==> config.mk <==
export PLATFORM = sky130hd
export DESIGN_NAME = ahb_xfer_sched_flat
export DESIGN_NICKNAME = d
export VERILOG_FILES = /design/src/rtl/ahb_xfer_sched_if.sv /design/src/rtl/ahb_xfer_sched.sv /design/src/flat_wrapper.sv
export SDC_FILE = /design/constraint.sdc
export NUM_CORES = 1
export LEC_CHECK = 0
export ABC_CLOCK_PERIOD_IN_PS = 4600
export BUFFER_PORTS_ARGS = -buffer_cell sky130_fd_sc_hd__buf_4
export CORE_MARGIN = 8
export CORE_UTILIZATION = 50
export CTS_CLUSTER_DIAMETER = 100
export CTS_CLUSTER_SIZE = 28
export DETAILED_ROUTE_END_ITERATION = 8
export PLACE_DENSITY_LB_ADDON = 0.05
export SYNTH_ARGS = -nofsm -noshare
export SYNTH_HDL_FRONTEND = slang
export SYNTH_SLANG_ARGS = --single-unit
==> constraint.sdc <==
create_clock -name clk -period 4.6 [get_ports clk]
set_input_delay 0.69 -clock clk [delete_from_list [all_inputs] [get_ports clk]]
set_output_delay 0.69 -clock clk [all_outputs]
set_load 0.05 [all_outputs]
==> src/rtl/ahb_xfer_sched_if.sv <==
// Bundle between the AXI-to-AHB transfer scheduler and the per-path request logic / AHB port.
// master: scheduler side; slave: request logic and AHB bus side.
interface ahb_xfer_sched_if #(
  parameter int unsigned LEN_W = 8
);
  logic             rd_req;
  logic [LEN_W-1:0] rd_len;
  logic             rd_done;
  logic             wr_req;
  logic [LEN_W-1:0] wr_len;
  logic             wr_done;
  logic             hready;
  logic [1:0]       htrans;
  logic             hwrite;
  logic             addr_inc;
  logic             ph1_valid;
  logic             ph1_rd;
  logic             ph2_valid;
  logic             ph2_rd;

  modport master (
    input  rd_req, rd_len, wr_req, wr_len, hready,
    output rd_done, wr_done, htrans, hwrite, addr_inc,
    output ph1_valid, ph1_rd, ph2_valid, ph2_rd
  );

  modport slave (
    output rd_req, rd_len, wr_req, wr_len, hready,
    input  rd_done, wr_done, htrans, hwrite, addr_inc,
    input  ph1_valid, ph1_rd, ph2_valid, ph2_rd
  );
endinterface

==> src/rtl/ahb_xfer_sched.sv <==
// AHB transfer scheduler: arbitrates read/write paths and sequences each AXI burst as AHB INCR.
// Define SCHED_WR_PRIO_EN for fixed write-over-read priority instead of round-robin.
module ahb_xfer_sched #(
  parameter int unsigned LEN_W = 8
) (
  input  logic              clk,
  input  logic              rst,
  ahb_xfer_sched_if.master  bus
);

  localparam logic [1:0] TrIdle   = 2'b00;
  localparam logic [1:0] TrBusy   = 2'b01;
  localparam logic [1:0] TrNonseq = 2'b10;
  localparam logic [1:0] TrSeq    = 2'b11;

  typedef enum logic {StIdle, StBurst} state_e;

  state_e           state_q, state_d;
  logic             grant_rd_q, grant_rd_d;
  logic [LEN_W-1:0] cnt_q, cnt_d;
  logic             first_q, first_d;   // NONSEQ issued but not yet accepted
  logic             pend_q, pend_d;     // SEQ issued but stalled by hready
  logic             ph1_valid_q, ph1_valid_d;
  logic             ph1_rd_q, ph1_rd_d;
`ifndef SCHED_WR_PRIO_EN
  logic             rr_q, rr_d;         // 1: write preferred on the next contended grant
`endif

  logic             req_any, pick_rd, cur_rd, path_req, accept, last;
  logic [LEN_W-1:0] cur_cnt;
  logic [1:0]       htrans_c;
  logic             hwrite_c;

  // Gated by rst so every output reads 0 while reset is held.
  assign req_any = ~rst & (bus.rd_req | bus.wr_req);
`ifdef SCHED_WR_PRIO_EN
  assign pick_rd = ~bus.wr_req;
`else
  assign pick_rd = bus.rd_req & (~bus.wr_req | ~rr_q);
`endif
  assign path_req = grant_rd_q ? bus.rd_req : bus.wr_req;

  always_comb begin
    state_d    = state_q;
    grant_rd_d = grant_rd_q;
    cnt_d      = cnt_q;
    first_d    = first_q;
    pend_d     = pend_q;
`ifndef SCHED_WR_PRIO_EN
    rr_d       = rr_q;
`endif
    cur_rd     = grant_rd_q;
    cur_cnt    = cnt_q;
    htrans_c   = TrIdle;
    hwrite_c   = 1'b0;

    unique case (state_q)
      StIdle: begin
        if (req_any) begin
          cur_rd     = pick_rd;
          cur_cnt    = pick_rd ? bus.rd_len : bus.wr_len;
          htrans_c   = TrNonseq;
          hwrite_c   = ~pick_rd;
          state_d    = StBurst;
          grant_rd_d = pick_rd;
          cnt_d      = cur_cnt;
          first_d    = 1'b1;
          pend_d     = 1'b0;
`ifndef SCHED_WR_PRIO_EN
          rr_d       = pick_rd;
`endif
        end
      end
      StBurst: begin
        hwrite_c = ~grant_rd_q;
        if (first_q)                 htrans_c = TrNonseq;
        else if (pend_q || path_req) htrans_c = TrSeq;
        else                         htrans_c = TrBusy;
      end
      default: ;
    endcase

    accept = htrans_c[1] & bus.hready;
    last   = accept & (cur_cnt == '0);
    if (accept) begin
      first_d = 1'b0;
      if (cur_cnt == '0) state_d = StIdle;
      else               cnt_d   = cur_cnt - LEN_W'(1);
    end
    pend_d = (htrans_c == TrSeq) & ~bus.hready;

    ph1_valid_d = bus.hready ? htrans_c[1] : ph1_valid_q;
    ph1_rd_d    = bus.hready ? ~hwrite_c   : ph1_rd_q;
  end

  always_ff @(posedge clk or posedge rst) begin
    if (rst) begin
      state_q     <= StIdle;
      grant_rd_q  <= 1'b0;
      cnt_q       <= '0;
      first_q     <= 1'b0;
      pend_q      <= 1'b0;
      ph1_valid_q <= 1'b0;
      ph1_rd_q    <= 1'b0;
`ifndef SCHED_WR_PRIO_EN
      rr_q        <= 1'b0;
`endif
    end else begin
      state_q     <= state_d;
      grant_rd_q  <= grant_rd_d;
      cnt_q       <= cnt_d;
      first_q     <= first_d;
      pend_q      <= pend_d;
      ph1_valid_q <= ph1_valid_d;
      ph1_rd_q    <= ph1_rd_d;
`ifndef SCHED_WR_PRIO_EN
      rr_q        <= rr_d;
`endif
    end
  end

  assign bus.htrans    = htrans_c;
  assign bus.hwrite    = hwrite_c;
  assign bus.addr_inc  = accept;
  assign bus.rd_done   = last & cur_rd;
  assign bus.wr_done   = last & ~cur_rd;
  assign bus.ph1_valid = ph1_valid_q;
  assign bus.ph1_rd    = ph1_rd_q;
  assign bus.ph2_valid = ph1_valid_q & bus.hready;
  assign bus.ph2_rd    = ph1_rd_q;

endmodule

==> src/flat_wrapper.sv <==
// flat-port wrapper written by rule: the top's interface ports become plain ports
module ahb_xfer_sched_flat 
#(
  parameter int unsigned LEN_W = 8
)
  (clk, rst, bus_rd_req, bus_rd_len, bus_wr_req, bus_wr_len, bus_hready, bus_rd_done, bus_wr_done, bus_htrans, bus_hwrite, bus_addr_inc, bus_ph1_valid, bus_ph1_rd, bus_ph2_valid, bus_ph2_rd);
  ahb_xfer_sched_if #(.LEN_W(LEN_W)) bus_i ();
  input  logic clk;
  input  logic rst;
  input wire logic [$bits(bus_i.rd_req)-1:0] bus_rd_req;
  input wire logic [$bits(bus_i.rd_len)-1:0] bus_rd_len;
  input wire logic [$bits(bus_i.wr_req)-1:0] bus_wr_req;
  input wire logic [$bits(bus_i.wr_len)-1:0] bus_wr_len;
  input wire logic [$bits(bus_i.hready)-1:0] bus_hready;
  output wire logic [$bits(bus_i.rd_done)-1:0] bus_rd_done;
  output wire logic [$bits(bus_i.wr_done)-1:0] bus_wr_done;
  output wire logic [$bits(bus_i.htrans)-1:0] bus_htrans;
  output wire logic [$bits(bus_i.hwrite)-1:0] bus_hwrite;
  output wire logic [$bits(bus_i.addr_inc)-1:0] bus_addr_inc;
  output wire logic [$bits(bus_i.ph1_valid)-1:0] bus_ph1_valid;
  output wire logic [$bits(bus_i.ph1_rd)-1:0] bus_ph1_rd;
  output wire logic [$bits(bus_i.ph2_valid)-1:0] bus_ph2_valid;
  output wire logic [$bits(bus_i.ph2_rd)-1:0] bus_ph2_rd;
  assign bus_i.rd_req = bus_rd_req;
  assign bus_i.rd_len = bus_rd_len;
  assign bus_i.wr_req = bus_wr_req;
  assign bus_i.wr_len = bus_wr_len;
  assign bus_i.hready = bus_hready;
  assign bus_rd_done = bus_i.rd_done;
  assign bus_wr_done = bus_i.wr_done;
  assign bus_htrans = bus_i.htrans;
  assign bus_hwrite = bus_i.hwrite;
  assign bus_addr_inc = bus_i.addr_inc;
  assign bus_ph1_valid = bus_i.ph1_valid;
  assign bus_ph1_rd = bus_i.ph1_rd;
  assign bus_ph2_valid = bus_i.ph2_valid;
  assign bus_ph2_rd = bus_i.ph2_rd;
  ahb_xfer_sched #(.LEN_W(LEN_W)) u_core (.clk(clk), .rst(rst), .bus(bus_i));
endmodule
Word level (Yosys, flattened, before mapping)
Cells that the tools add are included.
{ "totals": {"reg_bits": 15, "inputBits": 21, "wordCells": 56} }
{ "classes": {"addsub": 1, "eq_ne": 2, "n_mux": 21, "bitwise_logic": 19, "n_reduce_logical": 5} }
{ "op_table": {"columns": ["operator", "count"], "rows": [
  ["8-bit two-way mux", 5],
  ["1-bit two-way mux", 11],
  ["1-bit NOT", 9],
  ["1-bit AND", 8],
  ["8-bit logical NOT", 1],
  ["8-bit by 1-bit subtractor with 8-bit output, second input constant", 1],
  ["2-bit two-way mux", 3],
  ["2-bit case mux with 2 select lines", 1],
  ["2-bit AND reduction", 2],
  ["2-bit equality test, second input constant", 1],
  ["2-bit inequality test, second input constant", 1],
  ["1-bit OR", 2],
  ["1-bit case mux with 2 select lines", 1],
  ["2-bit nonzero test", 1],
  ["1-bit logical OR", 1]
]} }

Longest topological paths before layout
Gate-level depths: netlist of run 1.
{ "depth": {"ltp_word": 9, "depth_mapped": 10} }

Worst setup path before layout of run 1
No wires, ideal clock.
{ "synth_timing": {"path_kind": "input to output", "from": "in rst", "to": "out bus_rd_done", "arrival_ps": 2909, "required_time_ps": 3910, "slack_ps": 1001, "cell_stages": 6, "path_buffers": 0, "cell_sequence": "o21bai_4 -> a22oi_4 -> nand2_2 -> inv_1 -> nand4_1 -> nor2b_1"} }
{ "synth_via": {"elab_chain_len": 7, "elab_cells_between_ends": 12, "classes_between": "6 x mux; 5 x bitwise; 1 x reduce/logical"} }
{ "synth_lines": {"columns": ["element", "line_no", "source"], "rows": [
  ["start, declared", "flat_wrapper.sv:9", "input logic rst;"],
  ["1-bit NOT", "ahb_xfer_sched.sv:35", "assign req_any = ~rst & (bus.rd_req | bus.wr_req);"],
  ["1-bit AND", "ahb_xfer_sched.sv:35", null],
  ["2-bit two-way mux", "ahb_xfer_sched.sv:59", "if (req_any) begin"],
  ["2-bit case mux with 2 select lines", "ahb_xfer_sched.sv:57", "unique case (state_q)"],
  ["net bus_htrans[1]", "flat_wrapper.sv:17", "output wire logic [$bits(bus_i.htrans)-1:0] bus_htrans;"],
  ["1-bit AND", "ahb_xfer_sched.sv:83", "accept = htrans_c[1] & bus.hready;"],
  ["net bus_addr_inc", "flat_wrapper.sv:19", "output wire logic [$bits(bus_i.addr_inc)-1:0] bus_addr_inc;"],
  ["1-bit AND", "ahb_xfer_sched.sv:84", "last = accept & (cur_cnt == '0);"],
  ["1-bit AND", "ahb_xfer_sched.sv:125", "assign bus.rd_done = last & cur_rd;"],
  ["end, declared", "flat_wrapper.sv:15", "output wire logic [$bits(bus_i.rd_done)-1:0] bus_rd_done;"]
]} }
The timed path passes the listed nets, and every way through them passes these cells.

Final worst setup path of run 1
{ "layout_timing": {"from": "in rst", "to": "out bus_rd_done"} }
{ "layout_via": {"elab_chain_len": 7, "elab_cells_between_ends": 12, "classes_between": "6 x mux; 5 x bitwise; 1 x reduce/logical"} }
{ "layout_lines": {"columns": ["element", "line_no"], "rows": [
  ["1-bit NOT *", "ahb_xfer_sched.sv:35"],
  ["1-bit AND *", "ahb_xfer_sched.sv:35"],
  ["8-bit two-way mux / 2-bit two-way mux (equally long branches)", "ahb_xfer_sched.sv:59"],
  ["8-bit two-way mux / 2-bit case mux with 2 select lines (equally long branches)", "ahb_xfer_sched.sv:57"],
  ["8-bit logical NOT / 1-bit AND (equally long branches)", "ahb_xfer_sched.sv:84, ahb_xfer_sched.sv:83"],
  ["1-bit AND", "ahb_xfer_sched.sv:84"],
  ["1-bit AND *", "ahb_xfer_sched.sv:125"]
]} }
Mark *: on every way between the ends. The rest lies on a longest branch, timed or not.

==> results.toml, run 1 <==
[status]
status = "finished, final reports clean"

[clock_tree]
cts-root-buf = "clkbuf_4"
clock_latency_ps = 280
cts_resized = 0
clkTransAtPathRegs_ps = 90
clock_path_buffers = 2
cts_hold_buffers = 0
numCtsBuffers = 3
cts.sinks = 15
cts_setup_buffers = 0
cts_tree = "built"
cts_max_level = 1

[global_route]
use_met3_pct = 3.05
antenna_found_initial = 0
grt_pass1_wl_mm = 4.62
grt_max_degree = 16
grt_pass1_vias = 953
grt.met1_usage_pct = 20.0
top_usage_layer = "met2"
grt_overflow = 0
track_usage_pct = 14.3
grt_use_met2_pct = 20.6

[die]
fp-row-count = 17
core_sq_mm = 0.00213
die-width_microns = 62.4
die_area_sq_mm = 0.00390
io_pins = 31
die_height_microns = 62.4
start_util_pct = 50.6

[sta]
finalSetupViolCount = 0
rsz0062_at_grt = "false"
fin_crit_sh_pct = 75.3
finalSetupTns_ps = 0
finClkSkew_ps = 3.43
hold_viol_final = 0
maxSlewHeadroom_pct = 59.7
fin_hold_ws_ps = 480
slew_violations = 0
worst_pin_slew_ps = 603
fmax_mhz = 289
period_minus_slack_ps = 3470

[logic_synthesis]
synth_top_cell_area_share_pct = 34.8
synth_area_leaders = "dfrtp_1 35%, nand2_1 6.6%, mux2i_1 5.6%"
synth_seq_cells = 15
ys_types = 45
syn_nets = 143
syn-cell-area_sq_mm = 0.00108
syn_avg_cell_area_sq_um = 8.98
synthArstFlopShare_pct = 100
yosysWarnings = 0
ys_seq_area_share_pct = 34.8
synthFlopType = "dfrtp_1"
synth_edf_count = 0
synth_top_area_cell = "dfrtp_1"
synthCells = 120

[setup_path]
cp_common_cell = "buf_4"
critPathRequiredTime_ps = 3910
slowest_delay_ps = 430
crit_path_start = "rst"
worst-r2r-setup-slack_ps = 2210
arrival_ps = 2780
reg2regPathDepth = 9
startpoint_type = "input port"
path_cells = "buf_4 > o21bai_4 > nor2_2 > a2bb2oi_1 > inv_1 > ha_1 > o21a_1 > nand4_1 > nor2b_1 > buf_4"
r2r-start = "u_core.rr_q"
reg2reg_to = "u_core.cnt_q[0]"
endpoint_kind = "output pin"
cp_slowest_cell = "a2bb2oi_1"
cp_max_fo = 12
crit_type = "input port to output pin"

[placement]
dpl_cell_area_sq_mm = 0.00130
port_buffers = 30
dp_hpwl_mm = 2.16
gp_congestion = 0.842

[layout]
stdcell_area_sq_mm = 0.00133
drive_above_1_share_pct = 30.2
fin_nets = 173
area_growth_syn_to_layout_pct = 23.0
antenna_cells = 0

[route]
drc = 0
wl_mm = 2.70
dr_total_vias = 945
viasPerCell = 5.34
drtPass1Iterations = 4
drt_iter0_drc = 51
wl_per_cell_microns = 15.3
detail-route-antenna-nets = 0

[hold_path]
hold_class = "input port to asynchronous set/reset pin"

[power_and_ir_drop]
p_leak_nw = 0.606
powerDensity_mw_per_mm2 = 506
peakVddDrop_uv = 347

[job]
drv_cap = 0
==> registers in the layout (all words and copies together), names as in the netlist <==
name	cells
u_core.bus.ph1_rd	1
u_core.state_q	1
u_core.first_q	1
u_core.pend_q	1
u_core.grant_rd_q	1
u_core.cnt_q	8
u_core.rr_q	1
u_core.bus.ph1_valid	1
==> power by group <==
part | total, mW | internal [mW] | switching, mW
Clock | 0.0743 | 0.0337 | 0.0407
Combinational | 0.377 | 0.142 | 0.235
Sequential | 0.218 | 0.183 | 0.0347
Total | 0.670 | 0.359 | 0.311
==> worst max-delay path: cells and delay by family <==
family                     cells  cell delay (ps)
adders and majority gates      1              210
buffers and inverters          3              440
AOI/OAI and AO/OA              3              740
and+or+nand+nor                3              700
==> routing by layer <==
layer	up-vias	part of all wire, %
met5	-	0
met4	0	1.1
met3	4	6.1
met2	33	45
met1	425	48
li1	483	-
==> logic make-up (layout without fill, tap and decap cells) <==
kind of cell	count (synthesis)	after routing	share of synthesized area, %
AND/OR/NAND/NOR	50	50	24.3
AO/OA/AOI/OAI	29	29	21.8
flip-flops	15	15	34.8
buffers and inverters	12	41	6.04
multiplexers	7	7	6.62
XOR/XNOR	5	5	4.07
adder cells (fa/ha/maj)	2	2	2.32
==> cells in the mapped netlist (2+ instances only) <==
cell type,count
nand2_1,19
dfrtp_1,15
nor2_1,8
a21oi_1,7
inv_1,6
mux2i_1,6
o21ai_0,5
a211oi_1,3
nand3_1,3
nand4_1,3
or3_1,3
xnor2_1,3
a2bb2oi_1,2
and2_1,2
buf_6,2
ha_1,2
nor2_2,2
xor2_1,2
==> cell usage in the layout (no fill, tap or decap), drive strengths merged, types with 4 or more instances in the layout <==
master	count
buf	30
mux2i	6
nor2	10
a21oi	7
dfrtp	15
o21ai	5
inv	7
nand2	20
clkbuf	4
==> worst max-delay path by stage <==
stage / endpoint
2_1_floorplan: bus_rd_done
3_3_place_gp: bus_wr_done
3_5_place_dp: bus_rd_done
4_1_cts: bus_rd_done
5_1_grt: bus_wr_done
6_report: bus_rd_done
==> cell type report <==
| class | instances | area, sq um |
|---|---|---|
| inverters | 7 | 26.3 |
| well taps | 28 | 35.0 |
| fillers | 201 | 802 |
| clock buffers | 4 | 26.3 |
| multi-input cells | 93 | 637 |
| flip-flops and latches | 15 | 375 |
| repair buffers | 30 | 225 |
==> through the flow <==
step / power [mW] / cells / utilization (%) / worst slack, ps
floorplan: 0.506 / 120 / - / 1000
CTS: 0.675 / 177 / 62.3 / 1160
detailed placement: 0.597 / 173 / 61.1 / 1160
global placement: 0.594 / 173 / 61.1 / 1240
global route: 0.719 / 177 / 62.3 / 887
finish: 0.670 / 177 / 62.3 / 1130
(Power assumes the default switching activity.)
==> run 2, diff against run 1 <==
- ABC_CLOCK_PERIOD_IN_PS: 4600 -> 2960
- CORE_UTILIZATION: 50 -> 46
- clock period: 4.6 -> 2.96 ns (I/O delays scaled with it)
==> run 2 against run 1 <==
  * Worst setup slack worse by 890 ps
  * Sequential power is 56% higher
  * Clock-buffer cell count stayed put
  * Largest cell class unchanged
  * Design area is 3.2% higher
  * Utilization is 0.47 points lower
  * Critical endpoint is now bus_wr_done
  * Register-to-register slack worse by 1300 ps
  * Non-clock buffer count is 4 higher
  * First-iteration DRC count is 16% higher
==> results.toml, run 2 (synthesis gave the netlist of run 1 again) <==
[die]
die-width_microns = 64.4
die_height_microns = 64.4
start_util_pct = 48.7
io_pins = 31
core_sq_mm = 0.00221
fp-row-count = 17
die_area_sq_mm = 0.00415

[layout]
drive_above_1_share_pct = 33.3
area_growth_syn_to_layout_pct = 26.9
final_cell_mix = "34 x buf_4, 19 x nand2_1, 15 x dfrtp_1, 7 x nor2_1, 7 x a21oi_1"
largest_reg_flops = 8
largest-register = "u_core.cnt_q"
layout_commonest_cell = "buf_4"
antenna_cells = 0
fin_nets = 177

[hold_path]
hold_class = "input port to asynchronous set/reset pin"

[setup_path]
crit_path_start = "u_core.rr_q"
cp_max_fo = 14
cp_slowest_cell = "dfrtp_1"
r2r-start = "u_core.rr_q"
crit_type = "register to output pin"
arrival_ps = 2270
startpoint_type = "register"
endpoint_kind = "output pin"
slowest_delay_ps = 440
critPathRequiredTime_ps = 2520
path_cells = "a21boi_4 > a211oi_1 > a2bb2oi_1 > inv_1 > ha_1 > o21a_1 > nand4_1 > nor2_2 > buf_4"
reg2regPathDepth = 9

[sta]
period_minus_slack_ps = 2720
slew_violations = 0
finClkSkew_ps = 2.94
finalSetupTns_ps = 0
fin_ws_ps = 243
hold_viol_final = 0
fmax_mhz = 368
maxSlewHeadroom_pct = 58.1
finalSetupViolCount = 0
worst_pin_slew_ps = 627
rsz0062_at_grt = "false"
fin_crit_sh_pct = 91.8

[global_route]
grt_max_degree = 16
antenna_found_initial = 0
grt_pass1_vias = 1042
grt_pass1_wl_mm = 5.02
track_usage_pct = 14.9
grt_overflow = 0

[clock_tree]
cts_tree = "built"
clock_path_buffers = 2
numCtsBuffers = 3
clkTransAtPathRegs_ps = 90
cts-root-buf = "clkbuf_4"
clock_latency_ps = 290
cts.sinks = 15
cts_hold_buffers = 0
cts_max_level = 1

[route]
wl_mm = 2.95
drtPass1Iterations = 4
wl_per_cell_microns = 16.3
detail-route-antenna-nets = 0
viasPerCell = 5.53
drc = 0
dr_total_vias = 1001
drt_iter0_drc = 59

[status]
status = "finished, final reports clean"

[power_and_ir_drop]
peakVddDrop_uv = 522
powerDensity_mw_per_mm2 = 788
power_mw = 1.08
p_leak_nw = 0.630

[placement]
dp_hpwl_mm = 2.32
pre_cts_slack_ps = 249
gp_congestion = 0.869
port_buffers = 30

[job]
drv_cap = 0
==> run 2: cell count changes in the layout (fill, tap and decap cells not counted) <==
cell	change
nor2_1	-1
buf_4	+4
nor2_2	+1
a21boi_2	-1
nor2b_1	-1
nor2b_2	+1
a21boi_4	+1
==> run 2: area by class of cell <==
cell class,count,area [sq um]
fillers,222,845
repair buffers,34,255
well taps,28,35.0
multi-input cells,93,649
clock buffers,4,26.3
inverters,7,26.3
flip-flops and latches,15,375
==> run 2: critical path: cells and delay by family (launching register included) <==
family	cells	cell delay, ps
AO/OA/AOI/OAI	4	780
flip-flops	1	440
AND/OR/NAND/NOR	2	280
adder cells (fa/ha/maj)	1	200
buffers and inverters	2	290
==> run 2: routing by layer <==
| layer | part of all wire (%) | up-vias | global-route usage, % |
|---|---|---|---|
| li1 | - | 492 | - |
| met1 | 46 | 469 | 19.8 |
| met2 | 47 | 38 | 22.9 |
| met3 | 7.1 | 2 | 4.01 |
| met4 | 0.58 | 0 | 4.90 |
| met5 | 0 | - | 0 |
==> run 2: worst paths after layout <==
kind	endpoint	slack (ps)
max in group asynchronous	u_core.cnt_q[0]	2320
worst min-delay path	u_core.rr_q	240
worst max-delay path	bus_wr_done	240
min in group clk	u_core.pend_q	380
worst max register to register	u_core.cnt_q[1]	900
worst min register to register	u_core.pend_q	510
==> run 2: what timing repair did <==
item                                    4_1_cts  5_1_grt
gates resized for setup                       0        1
hold endpoints to repair                      0        0
endpoints found under the setup margin        0        2
buffers inserted                              0        0
==> run 2: metrics by stage <==
step | instances | area, sq um | utilization (%) | hold WS, ps
floorplan | 120 | 1080 | - | 345
global placement | 177 | 1330 | 60.3 | 506
detailed placement | 177 | 1330 | 60.3 | 496
CTS | 181 | 1360 | 61.5 | 252
global route | 181 | 1370 | 61.8 | 287
finish | 181 | 1370 | 61.8 | 239
==> run 2: power by group <==
part / switching [mW] / internal [mW]
clock: 0.0689 / 0.0524
sequential: 0.0556 / 0.285
combinational: 0.374 / 0.242
total: 0.498 / 0.579
